===== src/rtl/seq_divider.sv =====
// Restoring sequential divider: one quotient bit per cycle, signed/unsigned.
// Optional SEQ_DIVIDER_EARLY_OUT_EN: skip iterations when |divisor| > |dividend| or divisor is zero.
module seq_divider #(
  parameter int WIDTH = 32
) (
  input  logic             clk,
  input  logic             rst_n,
  input  logic             start,
  input  logic             signed_op,
  input  logic [WIDTH-1:0] dividend,
  input  logic [WIDTH-1:0] divisor,
  output logic             busy,
  output logic             done,
  output logic [WIDTH-1:0] quotient,
  output logic [WIDTH-1:0] remainder,
  output logic             div_by_zero
);

  localparam int CW = $clog2(WIDTH + 1);
  localparam logic [WIDTH-1:0] ONE = WIDTH'(1);
  localparam logic [WIDTH:0] ONE1 = (WIDTH + 1)'(1);

  typedef enum logic [1:0] {
    IDLE,
    CALC,
    FIX
  } state_e;

  state_e           state_q, state_d;
  logic [CW-1:0]    cnt_q, cnt_d;
  logic [WIDTH-1:0] prem_q, prem_d;
  logic [WIDTH-1:0] wq_q, wq_d;
  logic [WIDTH-1:0] dvs_q, dvs_d;
  logic [WIDTH-1:0] dvd_q, dvd_d;
  logic             qneg_q, qneg_d;
  logic             rneg_q, rneg_d;
  logic             dz_q, dz_d;
  logic [WIDTH-1:0] quot_q, quot_d;
  logic [WIDTH-1:0] rem_q, rem_d;
  logic             done_q, done_d;
  logic             dbz_q, dbz_d;
`ifdef SEQ_DIVIDER_EARLY_OUT_EN
  logic             eo_q, eo_d;
`endif

  logic             dvd_neg, dvs_neg;
  logic [WIDTH-1:0] dvd_abs, dvs_abs;
  logic [WIDTH:0]   sh, trial;
  logic [WIDTH-1:0] q_fix, r_fix;

  assign dvd_neg = signed_op & dividend[WIDTH-1];
  assign dvs_neg = signed_op & divisor[WIDTH-1];
  assign dvd_abs = dvd_neg ? ~dividend + ONE : dividend;
  assign dvs_abs = dvs_neg ? ~divisor + ONE : divisor;

  // prem < divisor keeps trial inside a signed WIDTH+1 range
  assign sh    = {prem_q, wq_q[WIDTH-1]};
  assign trial = sh + ~{1'b0, dvs_q} + ONE1;

  assign q_fix = qneg_q ? ~wq_q + ONE : wq_q;
  assign r_fix = rneg_q ? ~prem_q + ONE : prem_q;

  always_comb begin
    state_d = state_q;
    cnt_d   = cnt_q;
    prem_d  = prem_q;
    wq_d    = wq_q;
    dvs_d   = dvs_q;
    dvd_d   = dvd_q;
    qneg_d  = qneg_q;
    rneg_d  = rneg_q;
    dz_d    = dz_q;
    quot_d  = quot_q;
    rem_d   = rem_q;
    done_d  = 1'b0;
    dbz_d   = dbz_q;
`ifdef SEQ_DIVIDER_EARLY_OUT_EN
    eo_d    = eo_q;
`endif
    unique case (state_q)
      IDLE: begin
        if (start) begin
          dvs_d   = dvs_abs;
          wq_d    = dvd_abs;
          prem_d  = '0;
          dvd_d   = dividend;
          qneg_d  = dvd_neg ^ dvs_neg;
          rneg_d  = dvd_neg;
          dz_d    = (divisor == '0);
          cnt_d   = CW'(WIDTH);
          state_d = CALC;
`ifdef SEQ_DIVIDER_EARLY_OUT_EN
          eo_d = dvs_abs > dvd_abs;
          if (eo_d || dz_d) state_d = FIX;
`endif
        end
      end
      CALC: begin
        wq_d   = {wq_q[WIDTH-2:0], ~trial[WIDTH]};
        prem_d = trial[WIDTH] ? sh[WIDTH-1:0] : trial[WIDTH-1:0];
        cnt_d  = cnt_q - CW'(1);
        if (cnt_q == CW'(1)) state_d = FIX;
      end
      FIX: begin
        done_d  = 1'b1;
        dbz_d   = dz_q;
        state_d = IDLE;
        if (dz_q) begin
          quot_d = '1;
          rem_d  = dvd_q;
`ifdef SEQ_DIVIDER_EARLY_OUT_EN
        end else if (eo_q) begin
          quot_d = '0;
          rem_d  = dvd_q;
`endif
        end else begin
          quot_d = q_fix;
          rem_d  = r_fix;
        end
      end
      default: state_d = IDLE;
    endcase
  end

  always_ff @(posedge clk or negedge rst_n) begin
    if (!rst_n) begin
      state_q <= IDLE;
      cnt_q   <= '0;
      prem_q  <= '0;
      wq_q    <= '0;
      dvs_q   <= '0;
      dvd_q   <= '0;
      qneg_q  <= 1'b0;
      rneg_q  <= 1'b0;
      dz_q    <= 1'b0;
      quot_q  <= '0;
      rem_q   <= '0;
      done_q  <= 1'b0;
      dbz_q   <= 1'b0;
`ifdef SEQ_DIVIDER_EARLY_OUT_EN
      eo_q    <= 1'b0;
`endif
    end else begin
      state_q <= state_d;
      cnt_q   <= cnt_d;
      prem_q  <= prem_d;
      wq_q    <= wq_d;
      dvs_q   <= dvs_d;
      dvd_q   <= dvd_d;
      qneg_q  <= qneg_d;
      rneg_q  <= rneg_d;
      dz_q    <= dz_d;
      quot_q  <= quot_d;
      rem_q   <= rem_d;
      done_q  <= done_d;
      dbz_q   <= dbz_d;
`ifdef SEQ_DIVIDER_EARLY_OUT_EN
      eo_q    <= eo_d;
`endif
    end
  end

  assign busy        = (state_q != IDLE);
  assign done        = done_q;
  assign quotient    = quot_q;
  assign remainder   = rem_q;
  assign div_by_zero = dbz_q;

endmodule


===== config.mk =====
export PLATFORM = sky130hd
export DESIGN_NAME = seq_divider
export DESIGN_NICKNAME = d
export VERILOG_FILES = /design/src/rtl/seq_divider.sv
export SDC_FILE = /design/constraint.sdc
export NUM_CORES = 1
export LEC_CHECK = 0
export ABC_AREA = 1
export CELL_PAD_IN_SITES_DETAIL_PLACEMENT = 0
export CELL_PAD_IN_SITES_GLOBAL_PLACEMENT = 2
export CORE_UTILIZATION = 33
export CTS_CLUSTER_SIZE = 14
export DETAILED_ROUTE_END_ITERATION = 6
export GPL_ROUTABILITY_DRIVEN = 0
export PLACE_DENSITY_LB_ADDON = 0.05
export SYNTH_ARGS = -nofsm -noshare
export SYNTH_HDL_FRONTEND = slang
export SYNTH_SLANG_ARGS = --single-unit

===== constraint.sdc =====
create_clock -name clk -period 2.6 [get_ports clk]
set_clock_uncertainty 0.15 [all_clocks]
set_input_delay 0.39 -clock clk [delete_from_list [all_inputs] [get_ports clk]]
set_output_delay 0.39 -clock clk [all_outputs]
set_load 0.05 [all_outputs]

# Yosys cells after proc, flatten, opt, wreduce, memory -nomap -nowiden
# Cells that the tools add are included.
# op_classes
n_mux	17
addsub	7
n_eq_ne	5
n_reduce_logical	7
bitwise_logic	9
# op_table
operator	count
32-bit two-way mux	9
32-bit by 1-bit adder with 32-bit output (second input constant)	4
32-bit inverter	4
32-bit case mux with 2 select lines	2
33-bit by 1-bit adder with 33-bit output (second input constant)	1
33-bit adder	1
32-bit inverter with 33-bit output	1
32-bit zero test	1
6-bit case mux with 2 select lines	1
6-bit by 1-bit equality test with 1-bit output (second input constant)	1
6-bit two-way mux	1
2-bit AND reduction	3
6-bit by 1-bit subtractor with 6-bit output (second input constant)	1
2-bit two-way mux	2
2-bit != test (second input constant)	2
2-bit case mux with 2 select lines	1
2-bit nonzero test	2
1-bit bitwise AND	2
2-bit by 1-bit equality test with 1-bit output (second input constant)	1
2-bit equality test (second input constant)	1
2-bit zero test	1
1-bit two-way mux	1
1-bit inverter	1
1-bit bitwise XOR	1
# totals
regBits	205
elab_cells	58
in_bits	68

# Depth between registers and ports, before layout
# depth
ltp_word	5
ltp_mapped	18

# Worst setup path after synthesis
# No wires, ideal clock.
# synth_path
path_type	register -> register
start	register wq_q[31]
end	register prem_q[22]
stages_incl_launch_ff	19
t_arrival_ns	2.081
t_required_ns	2.333
path_buffers	1
path_slack_ns	0.251
period_less_slack_ns	2.349
path_cell_list	dfrtp_1 inv_1 ha_1 fa_1 inv_1 nand2_1 nand2_1 nand3_1 nand2_2 nand2_2 nand2_2 nand2_4 nand2_4 nand2_8 nand2_8 buf_12 nand2_2 nand3_1 nand2_1
# synth_between
elab_chain_len	4
# synth_rtl
element	line_no	source
from (decl)	32	logic [WIDTH-1:0] wq_q, wq_d;
from (signal assigned)	147	wq_q <= wq_d;
33-bit adder	58	assign trial = sh + ~{1'b0, dvs_q} + ONE1;
33-bit by 1-bit adder with 33-bit output	58	
32-bit two-way mux	100	prem_d = trial[WIDTH] ? sh[WIDTH-1:0] : trial[WIDTH-1:0];
32-bit case mux with 2 select lines	80	unique case (state_q)
to (signal assigned)	146	prem_q <= prem_d;
to (decl)	31	logic [WIDTH-1:0] prem_q, prem_d;
# No other way between the ends.
# A chain may end at the register's enable or synchronous reset.

# Worst setup path after layout
# layout_path
start	register dvs_q[4]
end	register prem_q[25]
# layout_between
elab_chain_len	5
# layout_rtl
element	line_no	source
from (decl)	33	logic [WIDTH-1:0] dvs_q, dvs_d;
from (signal assigned)	148	dvs_q <= dvs_d;
32-bit inverter with 33-bit output	58	
33-bit adder	58	
33-bit by 1-bit adder with 33-bit output	58	
32-bit two-way mux	100	
32-bit case mux with 2 select lines	80	
# No other way between the ends.

==> results.yml <==
run_status:
  status: "complete, no violations"
route:
  drt_drc_violations_left: 0
  drtPass1Iterations: 6
  antenna_left: 0
  dr.first_iter.drc_count: 1052
  viasPerCell: 4.891
  routed_wl_mm: 55.66
  vias: 14608
  routedWlPerCell_um: 18.63
layout:
  drive_gt1_share_pct: 11.45
  syn_to_final_growth_pct: 27.24
  post-route-util_pct: 42.73
  nets: 2491
  diodes: 0
power_and_ir_drop:
  total_power_w: 0.007478
  seqPwrFrac_pct: 42.7
  power.density_nw_per_um2: 405.4
  comb_power_share_pct: 6.2
  switching_share_pct: 23.86
  p_leak_nw: 9.273
  internal-power_w: 0.005694
  p_switching_w: 0.001785
  ir_drop_v: 0.0004074
  p_clk_share_pct: 51.1
synthesis:
  synth_top_cell_area_share_pct: 35.38
  seq_area_frac_synth_pct: 35.38
  netlist_area_sq_um: 14500
  synth_cell_type_count: 53
  synth_area_leaders: "dfrtp_1 35%, nand2_1 16%, nand3_1 8.1%"
  synth.most_common_cell: "nand2_1"
  synth_nets: 2265
  netlist_instances: 2158
  ys_ff_latch: 205
  syn_avg_cell_area_sq_um: 6.719
  synth_top_flop_cell: "dfrtp_1"
  synth_area_leader_cell: "dfrtp_1"
  synth_commonest_cells: "627 x nand2_1, 300 x inv_1, 235 x nand3_1"
  yosysWarnings: 0
  synth_edf_count: 0
  async_flop_share_pct: 100.0
clock_tree:
  clk-insertion-delay-late_ns: 0.55
  clockRootBuffer: "clkbuf_16"
  clockBufferDepth: 3
  clk_pin_slew_ns: 0.07
  tritoncts: "built"
  cts_buffers: 27
  cts_sinks: 205
  cts.htree.levels: 1
critical_path:
  critical_path_class: "flip-flop to flip-flop"
  crit_top_cell: "nand2_1"
  cp_num_buf_inv: 2
  crit_required_ns: 2.90
  timing.rr.start: "dvs_q[4]$_DFFE_PN0P_"
  path_cells: "inv_1 -> ha_1 -> nand2_1 -> nand2_1 -> inv_1 -> nand3_2 -> nand2_1 -> nand2_1 -> nand2_2 -> nand3b_1 -> nand2_1 -> nand2_2 -> nand3_1 -> nand2_1"
  cp_slowest_stage_delay_ns: 0.38
  critPathMaxFanout: 4
  cp_slowest_cell: "dfrtp_1"
  timing.rr.end: "prem_q[25]$_DFFE_PN0P_"
  cp-end-kind: "flip-flop"
  arrival_ns: 2.78
  r2r_cells: 14
  cp-start-kind: "flip-flop"
  r2r_slack_ns: 0.12
  critical_path.top_delay_family: "simple AND/OR/NAND/NOR gates"
timing:
  finalCriticalPeriod_ns: 2.484
  slew_viol_final: 0
  period_share_pct: 95.55
  rsz0062_at_grt: "yes"
  setup_viol: 0
  fin_tns_setup_ns: 0
  setup_slack_ns: 0.1157
  hold_viol: 0
  maxSlewHeadroom_pct: 50.59
  max_freq_mhz: 402.5
  worst_pin_slew_ns: 0.7411
die:
  core_sq_um: 43170
  io_pins: 135
  start_util_pct: 33.58
  die_area_sq_um: 44780
  die_w_um: 211.6
  row_count: 76
  dieHeight_um: 211.6
hold_path:
  hp-class: "primary input to asynchronous set/reset pin"
grt:
  overflow: 0
  grt.met2_usage_pct: 36.25
  grtUsageMet1_pct: 39.01
  grt_max_degree: 81
  use_met3_pct: 2.952
  grt_busiest_layer: "met1"
  globalRouteTotalUtil_pct: 25.08
  grt_antenna_before_repair: 0
  first_global_vias: 13972
  grt_pass1_wl_mm: 85.56
placed_design:
  hpwl_mm: 44.13
  place_ws_ns: -0.1357
  portBuffers: 134
job:
  cap_violations: 0
-- worst max-delay path by stage --
stage / from / cells past startpoint / slack [ns] / end
2_1_floorplan: wq_q[31]$_DFFE_PN0P_ / 18 / 0.25 / prem_q[22]$_DFFE_PN0P_
3_3_place_gp: dividend[0] / 11 / -0.05 / wq_q[22]$_DFFE_PN0P_
3_5_place_dp: dividend[0] / 11 / -0.14 / wq_q[22]$_DFFE_PN0P_
4_1_cts: dvs_q[7]$_DFFE_PN0P_ / 15 / 0.03 / prem_q[13]$_DFFE_PN0P_
5_1_grt: wq_q[31]$_DFFE_PN0P_ / 16 / -0.03 / prem_q[20]$_DFFE_PN0P_
6_report: dvs_q[4]$_DFFE_PN0P_ / 14 / 0.12 / prem_q[25]$_DFFE_PN0P_
-- registers in the layout (all words and copies together), names as in the netlist --
signal / flops
done: 1
state_q: 2
qneg_q: 1
prem_q: 32
dz_q: 1
dvd_q: 32
div_by_zero: 1
quotient: 32
cnt_q: 6
remainder: 32
wq_q: 32
rneg_q: 1
dvs_q: 32
-- cells by family after synthesis --
kind of cell             Yosys count  share of synthesized area (%)
XOR/XNOR                          66                          3.987
multiplexers                       2                         0.1381
adder cells (fa/ha/maj)           39                          3.417
AND/OR/NAND/NOR                 1173                          34.93
buffers and inverters            383                          10.26
AO/OA/AOI/OAI                    290                          11.88
flip-flops                       205                          35.38
-- cells in the final DEF, fill, tap and decap left out, types with 6 or more instances in the layout --
| cell | n |
|---|---|
| buf_12 | 7 |
| clkdlybuf4s50_1 | 132 |
| a22oi_1 | 28 |
| o21ai_0 | 125 |
| nand4_1 | 24 |
| xnor2_1 | 13 |
| nand3b_1 | 12 |
| nor2_1 | 186 |
| or2_2 | 8 |
| inv_2 | 22 |
| dfrtp_1 | 205 |
| o21bai_1 | 11 |
| nor3_2 | 7 |
| nor3_1 | 21 |
| xor2_1 | 53 |
| nand2_1 | 621 |
| nor2_2 | 6 |
| nor4_1 | 6 |
| clkbuf_16 | 27 |
| nand3_1 | 233 |
| buf_4 | 120 |
| o22ai_1 | 11 |
| inv_1 | 289 |
| nand2_8 | 6 |
| o211ai_1 | 23 |
| a21oi_1 | 54 |
| ha_1 | 31 |
| nand2_2 | 23 |
| a31oi_1 | 12 |
-- metrics by stage --
stage | hold WS, ns | area, sq um | std cells
3_3_place_gp | 0.2965 | 17280 | 2929
4_1_cts | 0.3225 | 18190 | 2977
6_report | 0.2499 | 18450 | 2987
2_1_floorplan | -0.05559 | 14500 | 2158
5_1_grt | 0.3273 | 18450 | 2987
3_5_place_dp | 0.3033 | 17280 | 2929
-- what timing repair did --
item,CTS,global route
setup buffers,0,8
resized for setup,3,44
pin swaps,0,8
endpoints found under the hold margin,74,0
hold buffers,1,0
setup endpoints to repair,11,36
gates cloned,0,2
-- layer usage --
metal  vias to the layer above  part of all wire [%]
met4                         2                   1.9
met1                      6782                    52
met3                        56                   4.6
met5                         -                  0.17
met2                       358                    41
li1                       7410                     -
-- final cells by class --
type                            instances  area, sq um
Multi-Input combinational cell       1572         8103
Fill cell                            4700        24720
Inverter                              315         1182
Timing Repair Buffer                  263         2407
Clock buffer                           35        745.7
Sequential cell                       205         5130
Tap cell                              585        732.0
Clock inverter                         12        147.6
-- power by group through the flow --
stage / combinational (W) / clock, W / sequential [W]
after global routing: 0.000512 / 0.00403 / 0.00319
after floorplan: 0.000147 / 0 / 0.00325
after global placement: 0.000468 / 0 / 0.00325
final: 0.000463 / 0.00382 / 0.00319
after detailed placement: 0.000469 / 0 / 0.00325
after CTS: 0.000472 / 0.00391 / 0.00319
Power figures use the tool's default switching activity.
